==> src/rtl/keypad_pkg.sv <==
// rtl/keypad_pkg.sv - shared state encoding, constants and helpers for the keypad scanner
package keypad_pkg;

    typedef enum logic [1:0] {
        SCAN     = 2'd0,
        DEBOUNCE = 2'd1,
        HOLD     = 2'd2
    } state_e;

    localparam logic [3:0] COL_RESET = 4'b1110;
    localparam logic [3:0] KEY_IDLE  = 4'b1111;

    function automatic logic one_cold4(input logic [3:0] v);
        return (v == 4'b1110) || (v == 4'b1101) || (v == 4'b1011) || (v == 4'b0111);
    endfunction

    // Walking zero moves one bit towards the MSB and wraps.
    function automatic logic [3:0] rotate_col(input logic [3:0] c);
        return {c[2:0], c[3]};
    endfunction

endpackage

==> src/rtl/sync2_zyq.sv <==
// rtl/sync2_zyq.sv - 4-bit two-flop synchroniser, resets to all-ones (no key)
module sync2_zyq
    import keypad_pkg::*;
(
    input  logic       clk_i,
    input  logic       rst_ni,
    input  logic [3:0] d_i,
    output logic [3:0] q_o
);

    logic [3:0] s1_q;
    logic [3:0] s2_q;

    always_ff @(posedge clk_i) begin
        if (!rst_ni) begin
            s1_q <= KEY_IDLE;
            s2_q <= KEY_IDLE;
        end else begin
            s1_q <= d_i;
            s2_q <= s1_q;
        end
    end

    assign q_o = s2_q;

endmodule

==> src/rtl/keypad_scan_zyq.sv <==
// rtl/keypad_scan_zyq.sv - 4x4 keypad column scanner with press/release debounce
// Optional key_strobe output enabled by KEYSCAN_STROBE_EN.
module keypad_scan_zyq
    import keypad_pkg::*;
#(
    parameter int SCAN_DIV     = 16,
    parameter int DEBOUNCE_CNT = 8,
    parameter int CW           = 8
) (
    input  logic       CLK,
    input  logic       RST_N,
    input  logic [3:0] kp_row,
    output logic [3:0] kp_col,
    output logic [3:0] row,
    output logic [3:0] col,
    output logic       valid
`ifdef KEYSCAN_STROBE_EN
    ,
    output logic       key_strobe
`endif
);

    localparam logic [CW-1:0] DWELL_LAST = CW'(SCAN_DIV - 1);
    localparam logic [CW-1:0] DEB_LAST   = CW'(DEBOUNCE_CNT - 1);
    localparam logic [CW-1:0] CNT_ZERO   = '0;
    localparam logic [CW-1:0] CNT_ONE    = CW'(1);

    state_e        state_q, state_d;
    logic [3:0]    kp_col_q, kp_col_d;
    logic [3:0]    cap_row_q, cap_row_d;
    logic [3:0]    row_q, row_d;
    logic [3:0]    col_q, col_d;
    logic          valid_q, valid_d;
    logic [CW-1:0] dwell_q, dwell_d;
    logic [CW-1:0] deb_q, deb_d;
    logic [3:0]    rs;

    sync2_zyq u_sync (
        .clk_i  (CLK),
        .rst_ni (RST_N),
        .d_i    (kp_row),
        .q_o    (rs)
    );

    logic scan_hit;
    logic deb_hit;
    logic match_cap;
    logic rs_idle;
    logic accept;

    assign scan_hit  = (dwell_q == DWELL_LAST);
    assign deb_hit   = (deb_q == DEB_LAST);
    assign match_cap = (rs == cap_row_q);
    assign rs_idle   = (rs == KEY_IDLE);
    assign accept    = (state_q == DEBOUNCE) && match_cap && deb_hit;

    always_ff @(posedge CLK) begin
        if (!RST_N) begin
            state_q   <= SCAN;
            kp_col_q  <= COL_RESET;
            cap_row_q <= KEY_IDLE;
            row_q     <= KEY_IDLE;
            col_q     <= KEY_IDLE;
            valid_q   <= 1'b0;
            dwell_q   <= CNT_ZERO;
            deb_q     <= CNT_ZERO;
        end else begin
            state_q   <= state_d;
            kp_col_q  <= kp_col_d;
            cap_row_q <= cap_row_d;
            row_q     <= row_d;
            col_q     <= col_d;
            valid_q   <= valid_d;
            dwell_q   <= dwell_d;
            deb_q     <= deb_d;
        end
    end

    always_comb begin
        state_d = state_q;
        case (state_q)
            SCAN:     if (scan_hit && one_cold4(rs)) state_d = DEBOUNCE;
            DEBOUNCE: begin
                if (!match_cap)   state_d = SCAN;
                else if (deb_hit) state_d = HOLD;
            end
            HOLD:     if (rs_idle && deb_hit) state_d = SCAN;
            default:  state_d = SCAN;
        endcase
    end

    // Counters, column drive and presented key; debounce counter is reused for press and release.
    always_comb begin
        kp_col_d  = kp_col_q;
        cap_row_d = cap_row_q;
        row_d     = row_q;
        col_d     = col_q;
        valid_d   = valid_q;
        dwell_d   = dwell_q;
        deb_d     = deb_q;
        case (state_q)
            SCAN: begin
                if (scan_hit) begin
                    dwell_d = CNT_ZERO;
                    if (one_cold4(rs)) begin
                        cap_row_d = rs;
                        deb_d     = CNT_ZERO;
                    end else begin
                        kp_col_d = rotate_col(kp_col_q);
                    end
                end else begin
                    dwell_d = dwell_q + CNT_ONE;
                end
            end
            DEBOUNCE: begin
                if (!match_cap) begin
                    kp_col_d = rotate_col(kp_col_q);
                    dwell_d  = CNT_ZERO;
                    deb_d    = CNT_ZERO;
                end else if (deb_hit) begin
                    row_d   = cap_row_q;
                    col_d   = kp_col_q;
                    valid_d = 1'b1;
                    deb_d   = CNT_ZERO;
                end else begin
                    deb_d = deb_q + CNT_ONE;
                end
            end
            HOLD: begin
                if (!rs_idle) begin
                    deb_d = CNT_ZERO;
                end else if (deb_hit) begin
                    row_d    = KEY_IDLE;
                    col_d    = KEY_IDLE;
                    valid_d  = 1'b0;
                    deb_d    = CNT_ZERO;
                    dwell_d  = CNT_ZERO;
                    kp_col_d = rotate_col(kp_col_q);
                end else begin
                    deb_d = deb_q + CNT_ONE;
                end
            end
            default: begin
                kp_col_d = COL_RESET;
                row_d    = KEY_IDLE;
                col_d    = KEY_IDLE;
                valid_d  = 1'b0;
                dwell_d  = CNT_ZERO;
                deb_d    = CNT_ZERO;
            end
        endcase
    end

    assign kp_col = kp_col_q;
    assign row    = row_q;
    assign col    = col_q;
    assign valid  = valid_q;

`ifdef KEYSCAN_STROBE_EN
    logic strobe_q;

    always_ff @(posedge CLK) begin
        if (!RST_N) strobe_q <= 1'b0;
        else        strobe_q <= accept;
    end

    assign key_strobe = strobe_q;
`endif

endmodule

==> config.mk <==
export PLATFORM = sky130hd
export DESIGN_NAME = keypad_scan_zyq
export DESIGN_NICKNAME = d
export VERILOG_FILES = /design/src/rtl/keypad_pkg.sv /design/src/rtl/sync2_zyq.sv /design/src/rtl/keypad_scan_zyq.sv
export SDC_FILE = /design/constraint.sdc
export NUM_CORES = 1
export LEC_CHECK = 0
export ABC_AREA = 1
export CORE_ASPECT_RATIO = 1.5
export CORE_MARGIN = 5
export CORE_UTILIZATION = 55
export CTS_CLUSTER_DIAMETER = 150
export CTS_CLUSTER_SIZE = 14
export DETAILED_ROUTE_END_ITERATION = 16
export GPL_TIMING_DRIVEN = 0
export PLACE_DENSITY = 0.73
export SYNTH_ARGS = -nofsm -noshare
export SYNTH_HDL_FRONTEND = slang
export SYNTH_SLANG_ARGS = --single-unit
==> constraint.sdc <==
create_clock -name CLK -period 1.9 [get_ports CLK]
set_clock_uncertainty 0.2 [all_clocks]
set_input_delay 0.285 -clock CLK [delete_from_list [all_inputs] [get_ports CLK]]
set_output_delay 0.285 -clock CLK [all_outputs]
set_load 0.005 [all_outputs]
==> run metrics, run 1 <==
status completed; area share of the largest cell type after synthesis 0.3797; via count 2036; Setup TNS 0 ps; pre-CTS setup slack -97.24 ps; Netlist cell types 32; cell area power density 596.9 mW/mm2; Synth Area per Inst 7.243 um2; CP dominant cell by count nand2_1; Worst Tran Pin Value 485.1 ps; Final Hold Vio Count 0; P_int 0.001248 W; largest net degree at the start of global routing 15; Slew headroom 0.6766; GPL Wtd Cong 0.8298; Synth warnings 0; Post-synth top flop dfxtp_1; total track usage 0.1838; crit start category register; sequential cell fraction of total power 0.566; Cell Rows 28; CTS Sinks 43; Worst path max stage delay 390 ps; drt drc 0; Starting DRT DRC Count 60; Routed WL 4892 um; H-Tree Depth 2; Clock Power Share 0.377; Post-Synthesis Cell Area 0.002267 mm2; switching share of power 0.2379; area leader, netlist dfxtp_1; die area 0.005533 mm2; dpl hpwl 3658 um; count leader, synth nand2_1; asr flop ratio synth 0; Crit path max-delay family simple AND/OR/NAND/NOR gates; CP Cell Sequence inv_1 > nand2_1 > nand2_1 > nor2_2 > nand3_2 > nand2_4 > inv_8 > o21ai_1 > nor2_1; drt wl/cell 12.61 um; nets 354; global-route wire length before repair 8390 um; HP Start u_sync.s1_q[0]; HP Class register to register; Worst setup startpoint u_sync.q_o[1]; Power Total 0.001638 W; Slowest cell on crit path dfxtp_1; max_cap viols 0; I/O Buffers 18; Required @ worst endpoint 1880 ps; Skew-Pair Late Insertion Delay 290 ps; period utilization 0.9374; setup ws final 119.0 ps; First-pass DRT Iterations 4; chip height 88.64 um; Tmin final 1781 ps; CP Capture Type register; CTS buffer count 5; WP buf/inv 2; top cells by area, synth dfxtp_1 38%, nand2_1 13%, nand3_1 6.0%; cts hold-fix bufs 0; post-synthesis cell count 313; Root Buffer clkbuf_8; number of global-route vias before repair 1940; Post-synth top cells 81 x nand2_1, 43 x dfxtp_1, 33 x nor2_1; floorplan core area 0.003959 mm2; Cell Area, Placed 0.002504 mm2; Clock Tree Buf Depth 2; initial antenna violation count 0; Max rail drop VDD 542.4 uV; Area Growth Syn to Fin 21.03%; io pins 19; Leakage 1.183 nW; Gate power share 0.057; Data arrival, critical path 1760 ps; number of antenna repair diodes 0; Seq cells post-synth 43; register area share after synthesis 0.3797; gr ovfl total 0; CTS tree done; final instance area 0.002744 mm2; Crit Path Category register to register; Post-synth EDFFs 0; Slew Limit Fails 0; P_sw 0.0003897 W; share of cells above drive strength 1 0.1603; die width 62.42 um; Initial Util 0.5727; Finish-stage setup viols 0; clk slew on worst S/H paths 90 ps; reg2reg start u_sync.q_o[1]; Antenna Nets Post-Route 0; critical path fanouts, max 9; Syn Nets 325; Max Clk Rate 561.5 MHz; routed vias/inst 5.247
## worst paths after layout
path | endpoint | slack, ps | cells past startpoint
max | dwell_q[6] | 120 | 9
min | u_sync.q_o[0] | 220 | 1
max reg2reg | dwell_q[6] | 120 | 9
min reg2reg | u_sync.q_o[0] | 220 | 1
## final cells by class
class                   instances  area, um2
clock buffers                   6      82.58
repair buffers                 23      230.2
plain buffers                   6      37.54
inverters                      30      122.6
clock inverters                 2      16.27
multi-input cells             233       1333
flip-flops and latches         43      865.8
well taps                      45      56.30
fillers                       348       1215
## registers in the layout (all words and copies together), names as in the netlist
| name | cells |
|---|---|
| cap_row_q | 4 |
| col | 4 |
| deb_q | 8 |
| dwell_q | 8 |
| kp_col | 4 |
| row | 4 |
| state_q | 2 |
| u_sync.q_o | 4 |
| u_sync.s1_q | 4 |
| valid | 1 |
## worst register-to-register path, delay by kind of cell, from the launching register on
kind | cells | cell delay, ps
AOI/OAI and AO/OA | 1 | 120
DFF | 1 | 390
buffers and inverters | 2 | 160
and+or+nand+nor | 6 | 790
## power groups by stage
stage / Sequential, W / Combinational [W] / Clock (W)
after floorplan: 0.000945 / 0.0000612 / 0
after global placement: 0.000947 / 0.0000867 / 0
after detailed placement: 0.000948 / 0.0000886 / 0
after CTS: 0.000926 / 0.0000899 / 0.000633
after global routing: 0.000929 / 0.000106 / 0.000675
final: 0.000927 / 0.0000938 / 0.000617
## placed cells by master, fill, tap and decap left out, types with 6 or more instances in the layout
master	count
dfxtp_1	41
inv_1	28
a21oi_1	14
o211ai_1	11
nand2_1	80
xor2_1	6
nand4_1	6
nand3_1	27
clkdlybuf4s50_1	18
clkbuf_8	6
nor2_1	32
or2_2	10
## through the flow
stage | instances | hold WS (ps) | utilization
after global placement | 376 | 194.3 | 0.6324
after floorplan | 313 | 191.6 | -
after CTS | 384 | 219.6 | 0.6609
after global routing | 388 | 247.8 | 0.6931
final | 388 | 218.8 | 0.6931
after detailed placement | 376 | 198.5 | 0.6324
## layer usage
layer  routed length, um  up-vias  part of all wire  track usage
met4                  42        0            0.0086      0.06757
li1                    -     1077                 -            -
met5                   0        -                 0            0
met2                2712       32              0.55       0.3717
met1                2002      923              0.41       0.1841
met3                 134        4             0.027      0.03304
## cells by family (layout without fill, tap and decap cells)
kind of cell | after synthesis | after routing | share of synthesized area
compound gates | 41 | 41 | 0.1165
simple gates | 176 | 176 | 0.3659
flops | 43 | 43 | 0.3797
xor+xnor | 10 | 10 | 0.03863
buf+inv | 37 | 67 | 0.06622
fa+ha+maj | 6 | 6 | 0.03311
## repair_timing
item	in CTS	in global routing
endpoints found under the setup margin	11	33
setup buffers	0	5
resized for setup	5	20
pin swaps	1	4
No activity file was read; power rests on OpenSTA's default activity.
==> run 2: changes to the inputs <==
--- a/config.mk
+++ b/config.mk
@@ -16,4 +16,5 @@
 export PLACE_DENSITY = 0.73
 export SYNTH_ARGS = -nofsm -noshare
 export SYNTH_HDL_FRONTEND = slang
+export SYNTH_HIERARCHICAL = 1
 export SYNTH_SLANG_ARGS = --single-unit
==> run 2 against run 1 <==
Against the previous run: worst hold slack got worse by 18 ps; first-iteration DRC count up 8.3%; fmax fell by 0.86%; total power is 88% higher; via count decreased by 1.8%; critical path depth decreased by 1; highest routed layer unchanged.
==> run metrics, run 2 <==
area leader, netlist dfxtp_1; status completed; gr ovfl total 0 (unchanged); Worst path max stage delay 340 ps (-50 ps); floorplan core area 0.003994 mm2 (+0.88%); WP buf/inv 3 (+1); Slew headroom 0.6690 (-0.007611); Starting DRT DRC Count 65 (+8.3%); pre-CTS setup slack 25.69 ps (+122.9 ps); Placed Instances 376 (unchanged); CTS buffer count 5 (unchanged); cell area power density 1146 mW/mm2 (+92%); Clock Tree Buf Depth 2 (unchanged); initial antenna violation count 0 (unchanged); Final Hold Vio Count 0 (unchanged); routed vias/inst 5.165 (-1.6%); clk slew on worst S/H paths 80 ps (about the same); cts hold-fix bufs 0 (unchanged); CTS Sinks 43 (unchanged); period utilization 0.9455 (+0.008124); drt wl/cell 12.00 um (-4.8%); most common cell after layout, fill and taps aside nand2_1; Crit path max-delay family simple AND/OR/NAND/NOR gates; Worst R2R Setup Slack 100 ps (-20 ps); post-synthesis cell count 313 (unchanged); register area share after synthesis 0.3743 (-0.005371); Non-Filler Instances 387 (-0.26%); Post-synth top cells 95 x nand2_1, 43 x dfxtp_1, 31 x inv_1; Skew-Pair Late Insertion Delay 290 ps (about the same); leading registers by flop count deb_q x8, dwell_q x8; share of cells above drive strength 1 0.1550 (-0.005379); Synth Area per Inst 7.347 um2 (+1.4%); Post-synth EDFFs 0 (unchanged); Antenna Nets Post-Route 0 (unchanged); HP Class register to register; Netlist cell types 31 (-3.1%); Area Growth Syn to Fin 16.97%; crit start category register; Synth warnings 6 (+6); asr flop ratio synth 0 (unchanged); area share of the largest cell type after synthesis 0.3743 (-0.005371); nets 354 (unchanged); number of antenna repair diodes 0 (unchanged); Required @ worst endpoint 1860 ps (-20 ps); Max rail drop VDD 856.2 uV (+58%); Data arrival, critical path 1760 ps (about the same); die area 0.005601 mm2 (+1.2%); CP dominant cell by count nand3_1; setup ws final 103.5 ps (-15.44 ps); CTS tree done; Fill cells 357 (+2.6%); Slowest cell on crit path dfxtp_1; via count 1999 (-1.8%); CP Capture Type register; largest net degree at the start of global routing 13 (-2); worst hold slack 201.1 ps (-17.65 ps); Post-synth top flop dfxtp_1; total track usage 0.1804 (-0.003460); I/O Buffers 18 (unchanged); Leakage 1.206 nW (+1.9%); most frequent cells in the layout 95 x nand2_1, 42 x dfxtp_1, 31 x inv_1, 26 x nand3_1, 24 x nor2_1; Seq cells post-synth 43 (unchanged); Finish-stage setup viols 0 (unchanged); Max Clk Rate 556.7 MHz (-0.86%); Initial Util 0.5758 (+0.003122); die width 62.80 um (+0.60%); GPL Wtd Cong 0.8252 (-0.55%); met3 wire len 137 um (+2.2%); wire length on met2 2400 um (-12%); top cells by area, synth dfxtp_1 37%, nand2_1 16%, nand3_1 5.4%; drt drc 0 (unchanged); count leader, synth nand2_1; Slew Limit Fails 0 (unchanged); Tmin final 1796 ps (+15.44 ps); chip height 89.20 um (+0.63%); Root Buffer clkbuf_8; Crit Path Category register to register; max_cap viols 0 (unchanged); CP Cell Sequence inv_1 > ha_1 > clkbuf_4 > nand3_1 > nand4_4 > inv_2 > nand2_1 > nand3_1; dpl hpwl 3393 um (-7.2%); io pins 19 (unchanged); number of global-route vias before repair 1896 (-2.3%); Routed WL 4645 um (-5.0%); H-Tree Depth 2 (unchanged); global-route wire length before repair 8190 um (-2.4%); Cell Rows 28 (unchanged); Top Metal Used met4; critical path fanouts, max 10 (+1); Routed met1 length 2042 um (+2.0%); First-pass DRT Iterations 4 (unchanged); Post-Synthesis Cell Area 0.002300 mm2 (+1.4%); Worst Tran Pin Value 496.5 ps (+11.42 ps); Syn Nets 325 (unchanged)
-- run 2: routing by layer --
metal | track usage | vias to the layer above
li1 | - | 1067
met1 | 0.1977 | 896
met2 | 0.3434 | 30
met3 | 0.03774 | 6
met4 | 0.06178 | 0
met5 | 0 | -
-- run 2: area by class of cell --
type / count / area, um2 / share of cell area
multi-input cells: 228 / 1286 / 0.4781
flip-flops and latches: 43 / 862.1 / 0.3205
repair buffers: 21 / 202.7 / 0.07535
inverters: 38 / 147.6 / 0.05488
clock buffers: 6 / 72.57 / 0.02698
well taps: 45 / 56.30 / 0.02093
plain buffers: 5 / 32.53 / 0.01209
clock inverters: 1 / 30.03 / 0.01116
-- run 2: stage by stage --
step	total power, W	utilization	TNS, ps	instance area, um2
after floorplan	0.002005	-	0	2300
after global routing	0.003322	0.6736	-5.317	2690
after CTS	0.003056	0.6607	0	2639
after global placement	0.002355	0.6350	0	2536
final	0.003083	0.6736	0	2690
after detailed placement	0.002374	0.6350	0	2536
-- run 2: final timing paths --
check	from	to	depth (start not counted)
max	state_q[1]	kp_col[1]	8
min reg2reg	u_sync/s1_q[1]	u_sync/q_o[1]	2
max reg2reg	state_q[1]	kp_col[1]	8
min	u_sync/s1_q[1]	u_sync/q_o[1]	2
-- run 2: power breakdown --
| part | total, W | switching, W | internal, W |
|---|---|---|---|
| clock network | 0.000682 | 0.000297 | 0.000385 |
| registers | 0.00111 | 0.0000844 | 0.00103 |
| logic | 0.00129 | 0.000748 | 0.000543 |
| total | 0.00308 | 0.00113 | 0.00195 |
-- run 2: what timing repair did --
item,in CTS,in global routing
setup endpoints to repair,0,34
gates resized for setup,0,10
setup buffers,0,3
-- run 2: kinds of logic (layout without fill, tap and decap cells) --
logic type                 count (synthesis)  after routing  share of synthesized area
adders and majority gates                  6              6                    0.03264
AOI/OAI and AO/OA                         39             39                     0.1159
DFF                                       43             43                     0.3743
xor gates and xnor gates                   3              3                    0.01143
buffers and inverters                     43             71                    0.07725
and+or+nand+nor                          179            180                     0.3885
-- run 2: worst min-delay path: stages, from the launching register on --
cell     delay, ps
dfxtp_1        310
inv_1           30
nand2_1         40
==> run 3: changes to the inputs <==
--- a/config.mk
+++ b/config.mk
@@ -9,11 +9,13 @@
 export CORE_ASPECT_RATIO = 1.5
 export CORE_MARGIN = 5
 export CORE_UTILIZATION = 55
+export CTS_BUF_LIST = sky130_fd_sc_hd__clkbuf_4 sky130_fd_sc_hd__clkbuf_8
 export CTS_CLUSTER_DIAMETER = 150
 export CTS_CLUSTER_SIZE = 14
 export DETAILED_ROUTE_END_ITERATION = 16
 export GPL_TIMING_DRIVEN = 0
 export PLACE_DENSITY = 0.73
+export SLEW_MARGIN = 20
 export SYNTH_ARGS = -nofsm -noshare
 export SYNTH_HDL_FRONTEND = slang
 export SYNTH_HIERARCHICAL = 1
==> run 3 against run 2 <==
Against the previous run: sequential power barely moved; non-clock buffer count is the same; worst hold slack about the same; critical path depth is 3 higher; worst setup slack gained 34 ps; via count rose by 0.15%; design area is 0.14% higher; critical path type unchanged; largest power group unchanged.
==> run metrics, run 3 (synthesized netlist as in run 2, its figures left out) <==
status completed; sequential cell fraction of total power 0.358 (-0.002); number of antenna repair diodes 0 (unchanged); Max rail drop VDD 859.5 uV (+0.38%); nets 354 (unchanged); chip height 89.20 um (unchanged); Cell Area, Placed 0.002536 mm2 (unchanged); cell area power density 1153 mW/mm2 (+0.59%); Leakage 1.209 nW (+0.28%); drt wl/cell 12.10 um (+0.82%); CTS Sinks 43 (unchanged); dpl hpwl 3393 um (unchanged); HP Class register to register; share of cells above drive strength 1 0.1579 (+0.002924); die area 0.005601 mm2 (unchanged); total track usage 0.1815 (+0.001109); critical path fanouts, max 10 (unchanged); Worst Tran Pin Value 497.9 ps (+1.349 ps); clk slew on worst S/H paths 80 ps (about the same); WP buf/inv 1 (-2); Crit path max-delay family simple AND/OR/NAND/NOR gates; Clock Power Share 0.225 (+0.004); H-Tree Depth 2 (unchanged); CTS tree done; Required @ worst endpoint 1940 ps (+80 ps); Slowest cell on crit path dfxtp_1; P_sw 0.001136 W (+0.56%); most common cell after layout, fill and taps aside nand2_1; leading registers by flop count deb_q x8, dwell_q x8; max_cap viols 0 (unchanged); Gate power share 0.418 (about the same); crit start category register; Routed WL 4683 um (+0.82%); most frequent cells in the layout 95 x nand2_1, 42 x dfxtp_1, 31 x inv_1, 26 x nand3_1, 24 x nor2_1; global-route wire length before repair 8231 um (+0.50%); P_int 0.001970 W (+0.82%); Final Hold Vio Count 0 (unchanged); Crit Path Category register to register; largest net degree at the start of global routing 13 (unchanged); period utilization 0.9277 (-0.01783); GPL Wtd Cong 0.8252 (unchanged); routed vias/inst 5.173 (+0.15%); Slew Limit Fails 0 (unchanged); cts hold-fix bufs 0 (unchanged); Tmin final 1763 ps (-33.89 ps); CTS buffer count 5 (unchanged); Starting DRT DRC Count 71 (+9.2%); CP dominant cell by count nand2_1; floorplan core area 0.003994 mm2 (unchanged); CP Capture Type register; via count 2002 (+0.15%); Initial Util 0.5758 (unchanged); io pins 19 (unchanged); Skew-Pair Late Insertion Delay 290 ps (about the same); Cell Rows 28 (unchanged); die width 62.80 um (unchanged); Finish-stage setup viols 0 (unchanged); I/O Buffers 18 (unchanged); gr ovfl total 0 (unchanged); Area Growth Syn to Fin 17.14%; switching share of power 0.3658 (-0.0005983); Max Clk Rate 567.4 MHz (+1.9%); final instance area 0.002694 mm2 (+0.14%); Antenna Nets Post-Route 0 (unchanged); number of global-route vias before repair 1899 (+0.16%); Fill cells 355 (-0.56%); Worst path max stage delay 360 ps (+20 ps); CP Cell Sequence ha_2 > nand3_2 > nor2_4 > nand2_4 > nand2_8 > nand2_8 > inv_6 > nand2_1 > nand2_1 > nand2_1 > nor2_2; Clock Tree Buf Depth 2 (unchanged); Slew headroom 0.6681 (-0.0008990); Setup TNS 0 ps (unchanged); unrepaired setup endpoints after global routing no; First-pass DRT Iterations 4 (unchanged); initial antenna violation count 0 (unchanged); drt drc 0 (unchanged); Root Buffer clkbuf_8; Data arrival, critical path 1800 ps (+40 ps)
## run 3: cell types whose count changed in the layout (fill, tap and decap cells not counted)
cell and delta:
clkbuf_1 -1, buf_4 +1
## run 3: path summary, 6_finish.rpt
kind	startpoint	slack, ps	cells past startpoint	to
max	deb_q[1]	140	11	dwell_q[2]
min	u_sync/s1_q[1]	200	2	u_sync/q_o[1]
max reg2reg	deb_q[1]	140	11	dwell_q[2]
min reg2reg	u_sync/s1_q[1]	200	2	u_sync/q_o[1]
## run 3: through the flow
stage                     power, W  hold WS [ps]  setup WS, ps  instances  utilization
after floorplan           0.002005         169.8         268.7        313            -
after global placement    0.002355         181.9         99.95        376       0.6350
after detailed placement  0.002374         184.5         25.69        376       0.6350
after CTS                 0.003073         203.2         9.462        383       0.6617
after global routing      0.003344         224.3         2.625        387       0.6745
final                     0.003106         201.1         137.4        387       0.6745
## run 3: final cells by class
cell class              instances  area [um2]  share of cell area
plain buffers                   5       32.53             0.01208
clock buffers                   6       76.32             0.02833
clock inverters                 1       30.03             0.01115
inverters                      38       147.6             0.05481
multi-input cells             228        1286              0.4775
flip-flops and latches         43       862.1              0.3200
well taps                      45       56.30             0.02090
repair buffers                 21       202.7             0.07524
## run 3: worst register-to-register path, cell delays in order, from the launching register on
cell	delay (ps)
dfxtp_1	360
ha_2	230
nand3_2	100
nor2_4	170
nand2_4	110
nand2_8	120
nand2_8	100
inv_6	90
nand2_1	50
nand2_1	50
nand2_1	50
nor2_2	70
## run 3: timing repair
item / in CTS / in global routing
setup endpoints to repair: 0 / 35
setup buffers: 0 / 3
resized for setup: 0 / 11
## run 3: power by group through the flow
stage | Sequential (W) | Clock, W | Combinational, W
finish | 0.00111 | 0.000698 | 0.00130
global route | 0.00113 | 0.000767 | 0.00145
CTS | 0.00111 | 0.000715 | 0.00125
detailed placement | 0.00113 | 0 | 0.00124
global placement | 0.00113 | 0 | 0.00123
floorplan | 0.00113 | 0 | 0.000880
## run 3: metal layers
layer	part of all wire	wire length, um	vias to the layer above	GRT usage
li1	-	-	1068	-
met1	0.45	2094	904	0.1994
met2	0.51	2409	24	0.3453
met3	0.024	113	6	0.03774
met4	0.014	65	0	0.06178
met5	0	0	-	0
==> RTL edit (flow settings as in run 3) <==
Put one more register stage on the output `col`, cleared by the reset. The value now appears one clock later. The other outputs are not delayed to match.
--- a/src/rtl/keypad_scan_zyq.sv
+++ b/src/rtl/keypad_scan_zyq.sv
@@ -153,7 +153,13 @@
 
     assign kp_col = kp_col_q;
     assign row    = row_q;
-    assign col    = col_q;
+    always_ff @(posedge CLK) begin
+        if (!RST_N) begin
+            col <= '0;
+        end else begin
+            col <= col_q;
+        end
+    end
     assign valid  = valid_q;
 
 `ifdef KEYSCAN_STROBE_EN
Check against the original RTL: not equivalent (Yosys sat finds a counterexample within 4 cycles, from zero or initial values and one cycle with RST_N low).
==> RTL edit against run 3 <==
Sequential share of layout area up 1.9 points; routed wire length is 1.1% higher; sequential cell count is 4 higher; fmax is 0.24% higher; first-iteration DRC count up 37%; utilization decreased by 1.4 points; worst setup slack better by 0.0043 ns; power rose by 27%; cell area grew 3.3%; global-route usage fell by 0.74 points; via count is 2.6% higher; area after synthesis grew 3.8%.
==> RTL edit: results (changes against run 3) <==
The tools report the count of multi-input combinational gates as 229 (+0.44%). Hold path startpoint: RST_N. Combinational cell fraction of total power: 48.3% (+6.5 points).

The largest registers in the layout are deb_q (8), dwell_q (8). The tightest min-delay check is of the in2reg type. The tools report the number of vias in the routed layout as 2055 (+2.6%). The wire length on met1 is 1980 um (-5.6%), and the worst slew margin relative to its limit is 69.1% (+2.3 points). The clock-cell share of area was 3.82% (-0.12 points). The first-pass GRT wire length came out at 8280 um (+0.60%). The via count of the first global-routing pass came out at 1902 (+0.16%). The family with the most delay on the worst path is flip-flops. The logs give 29 (+3.6%) for the number of placement rows and 3.49% (-0.29 points) for the global routing met3 resource utilization. The fraction of cell area in non-clock buffers is 8.55% (-0.19 points), and the insertion delay to the later sink of the worst-skew pair is 0.30 ns. For the pin count of the biggest net entering global routing, the log shows 14 (+1). Number of non-clock buffers in the layout: 27 (+3.8%). The number of storage elements in the synthesis netlist is 47 (+9.3%), and the met1 track utilization from global routing is 19.6% (-0.32 points). The logs give 1.31 nW (+8.2%) for the leakage power and 379 (+6.8%) for the fill cell instance count of the final layout.

For the final routed wirelength across all metal layers, the log shows 4730 um (+1.1%). The placement-stage worst setup slack was 0.0759 ns (+0.0503 ns). The vias per cell came out at 5.14 (-0.69%). Ranked by total cell area, the synthesized netlist is headed by dfxtp_1 39%, nand2_1 15%, inv_1 6.3%, nand3_1 5.9%, o211ai_1 3.8%. The power density over the cells is 1420 mW/mm^2 (+23%), and the routing usage on met2 is 30.8% (-3.7 points). The switching power as a share of total power is 39.8% (+3.2 points), and the number of distinct library cells after synthesis is 33 (+6.5%).

The count of routing violations after the opening detailed-route iteration is 97 (+37%), and the largest fanout on the critical path is 5 (-5). The run gives 0.00262 mm^2 (+3.1%) as the standard cell area after detailed placement. The synthesized netlist net count is 336 (+3.4%), and the share of layout cells above drive strength 1 is 14.1% (-1.7 points). The largest voltage drop on the vdd net was 0.000930 V (+8.3%); the cell count after synthesis was 324 (+3.5%).

The placer congestion estimate was 0.847 (+2.6%); the number of inverters outside the clock class in the layout was 44 (+16%). The run finished with clean final reports. The run gives 3470 um (+2.3%) as the placed wire-length estimate after detailed placement.

The yosys synthesis warning count is 6 (unchanged), and the post-layout instance area is 0.00278 mm^2 (+3.3%). For the area occupied by multi-input gates, the log shows 0.00127 mm^2 (-1.5%). For the clock group total power, the log shows 0.000716 W (+3%).

The number of port buffers was 17 (-1). The routed length on met2 is 2510 um (+4.1%), and the sum of met3 wire segment lengths after detailed routing is 164 um (+45%). The fraction of area in registers was 33.9% (+1.9 points); the final-stage net count was 366 (+3.4%).

The tools report the sequential cell area fraction in the yosys report as 39.4% (+2.0 points). Ranked by instance count, the synthesized netlist is headed by 98 x nand2_1, 47 x dfxtp_1, 40 x inv_1, 28 x nand3_1, 21 x nor2_1.
-- RTL edit: cell count changes after synthesis, sizes merged --
| cell | run 3 | this run |
|---|---|---|
| inv | 37 | 43 |
| o21ai | 6 | 7 |
| nor2 | 32 | 29 |
| xor2 | 3 | 5 |
| nor3 | 2 | 3 |
| o21bai | 2 | 1 |
| and2 | 0 | 1 |
| nand3 | 31 | 32 |
| dfxtp | 43 | 47 |
| a21oi | 18 | 17 |
-- RTL edit: final timing paths --
check	endpoint	slack, ns	cells past startpoint
setup / recovery	col_q[1]	0.14	8
hold / removal	u_sync/q_o[2]	0.02	2
setup reg to reg	col_q[1]	0.14	8
hold reg to reg	u_sync/q_o[2]	0.20	2
-- RTL edit: cell families after synthesis --
family                     Yosys count  synth area share, %
AOI/OAI and AO/OA                   38                 11.0
xor gates and xnor gates             5                 1.83
adders and majority gates            6                 3.14
buffers and inverters               49                 8.39
DFF                                 47                 39.4
and+or+nand+nor                    179                 36.2
